--- config.mk ---
export PLATFORM = sky130hd
export DESIGN_NAME = apb_multi_slave_bridge
export DESIGN_NICKNAME = d
export VERILOG_FILES = /design/src/rtl/apb_bridge_pkg.sv /design/src/rtl/apb_addr_decoder.sv /design/src/rtl/apb_multi_slave_bridge.sv
export SDC_FILE = /design/constraint.sdc
export NUM_CORES = 1
export LEC_CHECK = 0
export CAP_MARGIN = 20
export CELL_PAD_IN_SITES_DETAIL_PLACEMENT = 1
export CELL_PAD_IN_SITES_GLOBAL_PLACEMENT = 2
export CORE_MARGIN = 5
export CORE_UTILIZATION = 23
export DETAILED_ROUTE_END_ITERATION = 8
export HOLD_SLACK_MARGIN = 0.08
export PLACE_DENSITY_LB_ADDON = 0.12
export REMOVE_ABC_BUFFERS = 1
export SETUP_SLACK_MARGIN = 0.05
export SYNTH_ARGS = -nofsm -noshare
export SYNTH_HDL_FRONTEND = slang
export SYNTH_SLANG_ARGS = --single-unit
--- constraint.sdc ---
create_clock -name PCLK -period 5.4 [get_ports PCLK]
set_clock_uncertainty 0.05 [all_clocks]
set_input_delay 1.08 -clock PCLK [delete_from_list [all_inputs] [get_ports PCLK]]
set_output_delay 1.08 -clock PCLK [all_outputs]
set_load 0.05 [all_outputs]
--- src/rtl/apb_bridge_pkg.sv ---
// rtl/apb_bridge_pkg.sv - shared FSM encoding and index-width helper for the APB bridge
//
// Purpose : types and helpers used by apb_multi_slave_bridge and apb_addr_decoder.
// Contents: state_t  - bridge FSM states (IDLE/SETUP/ACCESS)
//           idx_width - slave-index width, never less than one bit
package apb_bridge_pkg;

  typedef enum logic [1:0] {
    IDLE   = 2'b00,
    SETUP  = 2'b01,
    ACCESS = 2'b10
  } state_t;

  function automatic int idx_width(input int num_slaves);
    return (num_slaves <= 2) ? 1 : $clog2(num_slaves);
  endfunction

endpackage

--- src/rtl/apb_addr_decoder.sv ---
// rtl/apb_addr_decoder.sv - combinational address-to-slave decoder
//
// Purpose : splits the CPU address into a slave index and a validity flag.
// Ports   : MADDR     in  ADDR_SIZE  request address
//           idx       out IDX_W      slave index (low bits of the region number)
//           idx_valid out 1          region number addresses an existing slave
module apb_addr_decoder
  import apb_bridge_pkg::*;
#(
  parameter int ADDR_SIZE   = 32,
  parameter int NUM_SLAVES  = 4,
  parameter int REGION_BITS = 12,
  parameter int IDX_W       = idx_width(NUM_SLAVES)
) (
  input  logic [ADDR_SIZE-1:0] MADDR,
  output logic [IDX_W-1:0]     idx,
  output logic                 idx_valid
);

  localparam int RW = ADDR_SIZE - REGION_BITS;

  logic [RW-1:0] region;

  // The whole upper address is compared, not just the index bits, so an
  // address above the last window cannot alias onto a real slave.
  assign region    = MADDR[ADDR_SIZE-1:REGION_BITS];
  assign idx       = region[IDX_W-1:0];
  assign idx_valid = (region < RW'(NUM_SLAVES));

endmodule

--- src/rtl/apb_multi_slave_bridge.sv ---
// rtl/apb_multi_slave_bridge.sv - CPU valid/ready to multi-slave APB bridge with timeout
//
// Purpose : accepts one CPU request at a time, runs an APB SETUP/ACCESS
//           sequence to the decoded slave and returns a one-cycle MDONE with
//           read data and error status. Unmapped addresses and stalled slaves
//           complete with MSLVERR.
// Ports   : PCLK, PRESET                       clock, async active-high reset
//           MVALID/MREADY, MWRITE, MADDR,
//           MWDATA, MSTRB, MPROT               CPU request
//           MDONE, MRDATA, MSLVERR             CPU response
//           PSEL, PENABLE, PWRITE, PADDR,
//           PWDATA, PPROT, PSTRB               APB request
//           PRDATA, PREADY, PSLVERR            APB per-slave response
module apb_multi_slave_bridge
  import apb_bridge_pkg::*;
#(
  parameter int ADDR_SIZE      = 32,
  parameter int DATA_SIZE      = 32,
  parameter int PROT_SIZE      = 3,
  parameter int STRB_SIZE      = DATA_SIZE / 8,
  parameter int NUM_SLAVES     = 4,
  parameter int REGION_BITS    = 12,
  parameter int TIMEOUT_CYCLES = 16
) (
  input  logic                             PCLK,
  input  logic                             PRESET,
  input  logic                             MVALID,
  output logic                             MREADY,
  input  logic                             MWRITE,
  input  logic [ADDR_SIZE-1:0]             MADDR,
  input  logic [DATA_SIZE-1:0]             MWDATA,
  input  logic [STRB_SIZE-1:0]             MSTRB,
  input  logic [PROT_SIZE-1:0]             MPROT,
  output logic                             MDONE,
  output logic [DATA_SIZE-1:0]             MRDATA,
  output logic                             MSLVERR,
  output logic [NUM_SLAVES-1:0]            PSEL,
  output logic                             PENABLE,
  output logic                             PWRITE,
  output logic [ADDR_SIZE-1:0]             PADDR,
  output logic [DATA_SIZE-1:0]             PWDATA,
  output logic [PROT_SIZE-1:0]             PPROT,
  output logic [STRB_SIZE-1:0]             PSTRB,
  input  logic [NUM_SLAVES*DATA_SIZE-1:0]  PRDATA,
  input  logic [NUM_SLAVES-1:0]            PREADY,
  input  logic [NUM_SLAVES-1:0]            PSLVERR
);

  localparam int IDX_W = idx_width(NUM_SLAVES);
  localparam int CNT_W = (TIMEOUT_CYCLES < 1) ? 1 : $clog2(TIMEOUT_CYCLES + 1);

  state_t               state;
  state_t               state_next;
  logic [IDX_W-1:0]     idx_q;
  logic [IDX_W-1:0]     dec_idx;
  logic                 dec_valid;
  logic                 accept;
  logic [CNT_W-1:0]     cnt;
  logic                 timeout_hit;
  logic                 pready_sel;
  logic                 pslverr_sel;
  logic [DATA_SIZE-1:0] prdata_sel;

  apb_addr_decoder #(
    .ADDR_SIZE  (ADDR_SIZE),
    .NUM_SLAVES (NUM_SLAVES),
    .REGION_BITS(REGION_BITS),
    .IDX_W      (IDX_W)
  ) u_dec (
    .MADDR    (MADDR),
    .idx      (dec_idx),
    .idx_valid(dec_valid)
  );

  assign accept = MVALID && MREADY;

  // Only the registered index steers the response mux, so other slaves'
  // PREADY/PSLVERR/PRDATA have no effect.
  always_comb begin
    pready_sel  = 1'b0;
    pslverr_sel = 1'b0;
    prdata_sel  = '0;
    for (int i = 0; i < NUM_SLAVES; i++) begin
      if (idx_q == IDX_W'(i)) begin
        pready_sel  = PREADY[i];
        pslverr_sel = PSLVERR[i];
        prdata_sel  = PRDATA[i*DATA_SIZE +: DATA_SIZE];
      end
    end
  end

  // cnt counts completed ACCESS cycles, so it equals TIMEOUT_CYCLES-1 during
  // the last permitted ACCESS cycle.
  assign timeout_hit = (TIMEOUT_CYCLES != 0) && (cnt == CNT_W'(TIMEOUT_CYCLES - 1));

  always_ff @(posedge PCLK or posedge PRESET) begin
    if (PRESET) begin
      state <= IDLE;
    end else begin
      state <= state_next;
    end
  end

  always_comb begin
    state_next = state;
    MREADY     = 1'b0;
    PENABLE    = 1'b0;
    PSEL       = '0;
    case (state)
      IDLE: begin
        MREADY = 1'b1;
        if (accept && dec_valid) begin
          state_next = SETUP;
        end
      end
      SETUP: begin
        state_next = ACCESS;
      end
      ACCESS: begin
        PENABLE = 1'b1;
        if (pready_sel || timeout_hit) begin
          state_next = IDLE;
        end
      end
      default: begin
        state_next = IDLE;
      end
    endcase
    if (state != IDLE) begin
      for (int i = 0; i < NUM_SLAVES; i++) begin
        PSEL[i] = (idx_q == IDX_W'(i));
      end
    end
  end

  always_ff @(posedge PCLK or posedge PRESET) begin
    if (PRESET) begin
      idx_q   <= '0;
      PWRITE  <= 1'b0;
      PADDR   <= '0;
      PWDATA  <= '0;
      PPROT   <= '0;
      PSTRB   <= '0;
      cnt     <= '0;
      MDONE   <= 1'b0;
      MRDATA  <= '0;
      MSLVERR <= 1'b0;
    end else begin
      MDONE <= 1'b0;

      if (accept) begin
        if (dec_valid) begin
          idx_q  <= dec_idx;
          PWRITE <= MWRITE;
          PADDR  <= MADDR;
          PWDATA <= MWDATA;
          PPROT  <= MPROT;
          PSTRB  <= MWRITE ? MSTRB : '0;
        end else begin
          // Unmapped address: answer immediately, the APB bus stays idle.
          MDONE   <= 1'b1;
          MSLVERR <= 1'b1;
          MRDATA  <= '0;
        end
      end

      if (state == SETUP) begin
        cnt <= '0;
      end else if (state == ACCESS) begin
        cnt <= cnt + CNT_W'(1);
      end

      // PREADY is checked first so a slave answering in the last allowed
      // cycle still returns its own response.
      if (state == ACCESS) begin
        if (pready_sel) begin
          MDONE   <= 1'b1;
          MSLVERR <= pslverr_sel;
          MRDATA  <= PWRITE ? '0 : prdata_sel;
        end else if (timeout_hit) begin
          MDONE   <= 1'b1;
          MSLVERR <= 1'b1;
          MRDATA  <= '0;
        end
      end
    end
  end

endmodule

==> flow_results.xml <==
<?xml version="1.0" encoding="UTF-8"?>
<metrics>
  <group name="timing">
    <metric name="unrepaired_setup_endpoints_after_global_routing" unit="">no</metric>
    <metric name="setup_viol" unit="">0</metric>
    <metric name="setup_tns" unit="ns">0</metric>
    <metric name="hold_ws" unit="ns">0.431</metric>
    <metric name="hold_viol" unit="">0</metric>
    <metric name="finalCriticalPeriod" unit="ns">3.47</metric>
    <metric name="timing.final.max_slew_violations" unit="">0</metric>
    <metric name="highest_achievable_clock_rate" unit="MHz">288</metric>
    <metric name="final_min_period_over_clock_period" unit="">0.643</metric>
    <metric name="relative_slew_margins" unit="">0.532</metric>
    <metric name="tightestPinTransition" unit="ns">0.701</metric>
  </group>
  <group name="floorplanning">
    <metric name="ioPinCount" unit="">323</metric>
    <metric name="fp-row-count" unit="">55</metric>
    <metric name="fp.dieArea" unit="um^2">25800</metric>
    <metric name="die-height" unit="um">161</metric>
    <metric name="start_util" unit="">0.232</metric>
    <metric name="core_area" unit="um^2">22500</metric>
    <metric name="die_x" unit="um">161</metric>
  </group>
  <group name="grt">
    <metric name="grt_first_pass_wirelength" unit="mm">30.8</metric>
    <metric name="grt_usage" unit="">0.154</metric>
    <metric name="grt_start_max_net_pins" unit="">48</metric>
    <metric name="grt_overflow" unit="">0</metric>
    <metric name="antenna_found_initial" unit="">0</metric>
    <metric name="first_global_vias" unit="">5294</metric>
  </group>
  <group name="yosys">
    <metric name="synth_top_area_cell" unit="">sky130_fd_sc_hd__dfrtp_1</metric>
    <metric name="synth-warning-count" unit="">0</metric>
    <metric name="synth_edf_count" unit="">0</metric>
    <metric name="syn-cell-area" unit="um^2">5210</metric>
    <metric name="dominant_register_cell_in_the_synthesized_netlist" unit="">sky130_fd_sc_hd__dfrtp_1</metric>
    <metric name="ys_top_cells_by_count" unit="">sky130_fd_sc_hd__dfrtp_1 (113), sky130_fd_sc_hd__mux2_2 (47), sky130_fd_sc_hd__mux4_2 (34)</metric>
    <metric name="async_flop_share" unit="">1.00</metric>
    <metric name="synth_cell_type_count" unit="">41</metric>
    <metric name="syn-mean-instance-area" unit="um^2">15.2</metric>
    <metric name="ys_seq_elements" unit="">113</metric>
    <metric name="post_synth_inst_count" unit="">342</metric>
    <metric name="synth_area_leaders" unit="">sky130_fd_sc_hd__dfrtp_1 (54%), sky130_fd_sc_hd__mux4_2 (15%), sky130_fd_sc_hd__mux2_2 (10%)</metric>
    <metric name="synth_most_common_cell" unit="">sky130_fd_sc_hd__dfrtp_1</metric>
    <metric name="yosysSeqAreaShare" unit="">0.543</metric>
    <metric name="netlist.area_leader.share" unit="">0.543</metric>
  </group>
  <group name="clock_network">
    <metric name="htree_levels" unit="">4</metric>
    <metric name="clock-sinks" unit="">113</metric>
    <metric name="clock_tree_root" unit="">sky130_fd_sc_hd__clkbuf_16</metric>
    <metric name="postCtsSetupRepairBufs" unit="">0</metric>
    <metric name="cts_tree" unit="">built</metric>
    <metric name="clk_pin_slew" unit="ns">0.05</metric>
    <metric name="holdBufCountCts" unit="">0</metric>
    <metric name="clock_tree_buf_depth" unit="">2</metric>
    <metric name="clock_latency" unit="ns">0.40</metric>
    <metric name="cts-resized-gates" unit="">0</metric>
    <metric name="cts_made_buffers" unit="">17</metric>
  </group>
  <group name="worst_setup_path">
    <metric name="worst_path_cell_chain" unit="">buf_4 -&gt; clkdlybuf4s50_1</metric>
    <metric name="timing.critical_path.to_type" unit="">primary output</metric>
    <metric name="crit_path_max_incr_delay" unit="ns">0.95</metric>
    <metric name="cp_top_family" unit="">buffers and inverters</metric>
    <metric name="worst-path-buf-inv" unit="">2</metric>
    <metric name="timing.setup.critical_path_class" unit="">register to primary output</metric>
    <metric name="crit_arrival" unit="ns">2.34</metric>
    <metric name="critical-path-slowest-cell" unit="">sky130_fd_sc_hd__clkdlybuf4s50_1</metric>
    <metric name="crit_path_required_time" unit="ns">4.27</metric>
    <metric name="cp_max_fanout" unit="">36</metric>
    <metric name="setup.worst_path.start_class" unit="">register</metric>
  </group>
  <group name="flow_run">
    <metric name="maxCapViolCount" unit="">0</metric>
  </group>
  <group name="drt">
    <metric name="avgViaCountPerCell" unit="">4.64</metric>
    <metric name="routedWlPerCell" unit="um">20.8</metric>
    <metric name="drt_first_pass_iters" unit="">4</metric>
    <metric name="antenna_violating_nets_post_route" unit="">0</metric>
    <metric name="drt_first_iter_violations" unit="">134</metric>
    <metric name="via_count" unit="">4473</metric>
    <metric name="wirelength" unit="mm">20.1</metric>
    <metric name="drc_errors" unit="">0</metric>
  </group>
  <group name="cells_and_area">
    <metric name="final_net_count" unit="">882</metric>
    <metric name="drive_gt1_frac" unit="">0.191</metric>
    <metric name="insertedDiodeCount" unit="">0</metric>
    <metric name="n_fill_cell" unit="">2342</metric>
    <metric name="fin_util" unit="">0.413</metric>
    <metric name="syn_to_final_growth" unit="%">78.5</metric>
  </group>
  <group name="outcome">
    <metric name="status" unit="">completed</metric>
  </group>
  <group name="placement">
    <metric name="port-buffer-count" unit="">322</metric>
    <metric name="gpl.final_weighted_congestion" unit="">0.756</metric>
    <metric name="hpwlAfterDp" unit="mm">15.7</metric>
  </group>
  <group name="power">
    <metric name="p_leak" unit="nW">3.88</metric>
    <metric name="cellPowerDensity" unit="nW/um^2">234</metric>
    <metric name="vdd_ir_drop_max" unit="mV">0.149</metric>
  </group>
  <group name="hold_path">
    <metric name="hold_path.class" unit="">register to register</metric>
  </group>
</metrics>
-- sequential cells by signal, indices dropped and copies added, names as in the netlist --
name and flops:
MDONE 1, MRDATA 32, MSLVERR 1, PADDR 32, PPROT 3, PSTRB 4
PWDATA 32, PWRITE 1, cnt 5, state 2
-- power breakdown --
part | internal (mW) | switching, mW
clock network | 0.726 | 0.389
logic | 0.153 | 0.0577
registers | 0.848 | 0.000132
-- area by class of cell --
type / instances / area (um^2) / area share
Tap cell: 285 / 357 / 0.0383
Clock buffer: 23 / 488 / 0.0525
Inverter: 6 / 25.0 / 0.00269
Clock inverter: 9 / 105 / 0.0113
Sequential cell: 113 / 2830 / 0.304
Timing Repair Buffer: 330 / 3280 / 0.353
Multi-Input combinational cell: 198 / 2210 / 0.238
-- routing by layer --
layer / up-vias / global-route usage / part of all wire
met3: 18 / 0.0701 / 0.11
met5: - / 0 / 0
li1: 1974 / - / -
met1: 2244 / 0.173 / 0.38
met2: 237 / 0.263 / 0.49
met4: 0 / 0.0458 / 0.013
-- cell usage in the layout, fill, tap and decap left out, types with 2 or more instances in the layout --
master and count:
sky130_fd_sc_hd__mux2_1 3, sky130_fd_sc_hd__bufinv_16 2, sky130_fd_sc_hd__clkbuf_16 17, sky130_fd_sc_hd__nor2_1 5, sky130_fd_sc_hd__a32o_1 32, sky130_fd_sc_hd__nand2b_1 2, sky130_fd_sc_hd__o21ai_0 4, sky130_fd_sc_hd__nor4_1 3
sky130_fd_sc_hd__clkbuf_8 4, sky130_fd_sc_hd__nor3_1 5, sky130_fd_sc_hd__buf_4 8, sky130_fd_sc_hd__a21o_1 4, sky130_fd_sc_hd__and3_1 2, sky130_fd_sc_hd__mux2_2 47, sky130_fd_sc_hd__clkbuf_1 2, sky130_fd_sc_hd__clkinv_2 4
sky130_fd_sc_hd__o22ai_1 2, sky130_fd_sc_hd__clkdlybuf4s50_1 322, sky130_fd_sc_hd__dfrtp_1 112, sky130_fd_sc_hd__inv_1 5, sky130_fd_sc_hd__nor3b_1 2, sky130_fd_sc_hd__nand2_1 11, sky130_fd_sc_hd__clkinv_4 2, sky130_fd_sc_hd__and2_1 18
sky130_fd_sc_hd__mux4_2 34, sky130_fd_sc_hd__ha_1 5
-- through the flow --
stage / setup slack (ns) / cell area [um^2] / cells / power, mW
2_1_floorplan: 1.18 / 5060 / 317 / 0.903
3_3_place_gp: 1.82 / 8710 / 932 / 1.07
3_5_place_dp: 1.77 / 8710 / 932 / 1.08
4_1_cts: 1.81 / 9300 / 964 / 2.22
5_1_grt: 1.75 / 9300 / 964 / 2.26
6_report: 1.93 / 9300 / 964 / 2.17
-- worst paths after layout --
kind / start / slack [ns] / endpoint / cells after the start
setup / recovery: PADDR[12] / 1.93 / PADDR[12] / 2
hold / removal: PADDR[9] / 0.43 / PADDR[9] / 1
setup reg to reg: PADDR[12] / 2.82 / MRDATA[14] / 5
hold reg to reg: PADDR[9] / 0.43 / PADDR[9] / 1
max in group asynchronous: PRESET / 3.33 / MRDATA[10] / 3
min in group asynchronous: PRESET / 1.03 / PADDR[26] / 2
-- cells by family (layout without fill, tap and decap cells) --
family,after synthesis,after routing,synth area share
AND/OR/NAND/NOR,60,60,0.0730
flip-flops,113,113,0.543
adder cells (fa/ha/maj),5,5,0.0120
buffers and inverters,31,368,0.0329
multiplexers,85,85,0.257
AO/OA/AOI/OAI,48,48,0.0826
(Power assumes the default switching activity.)
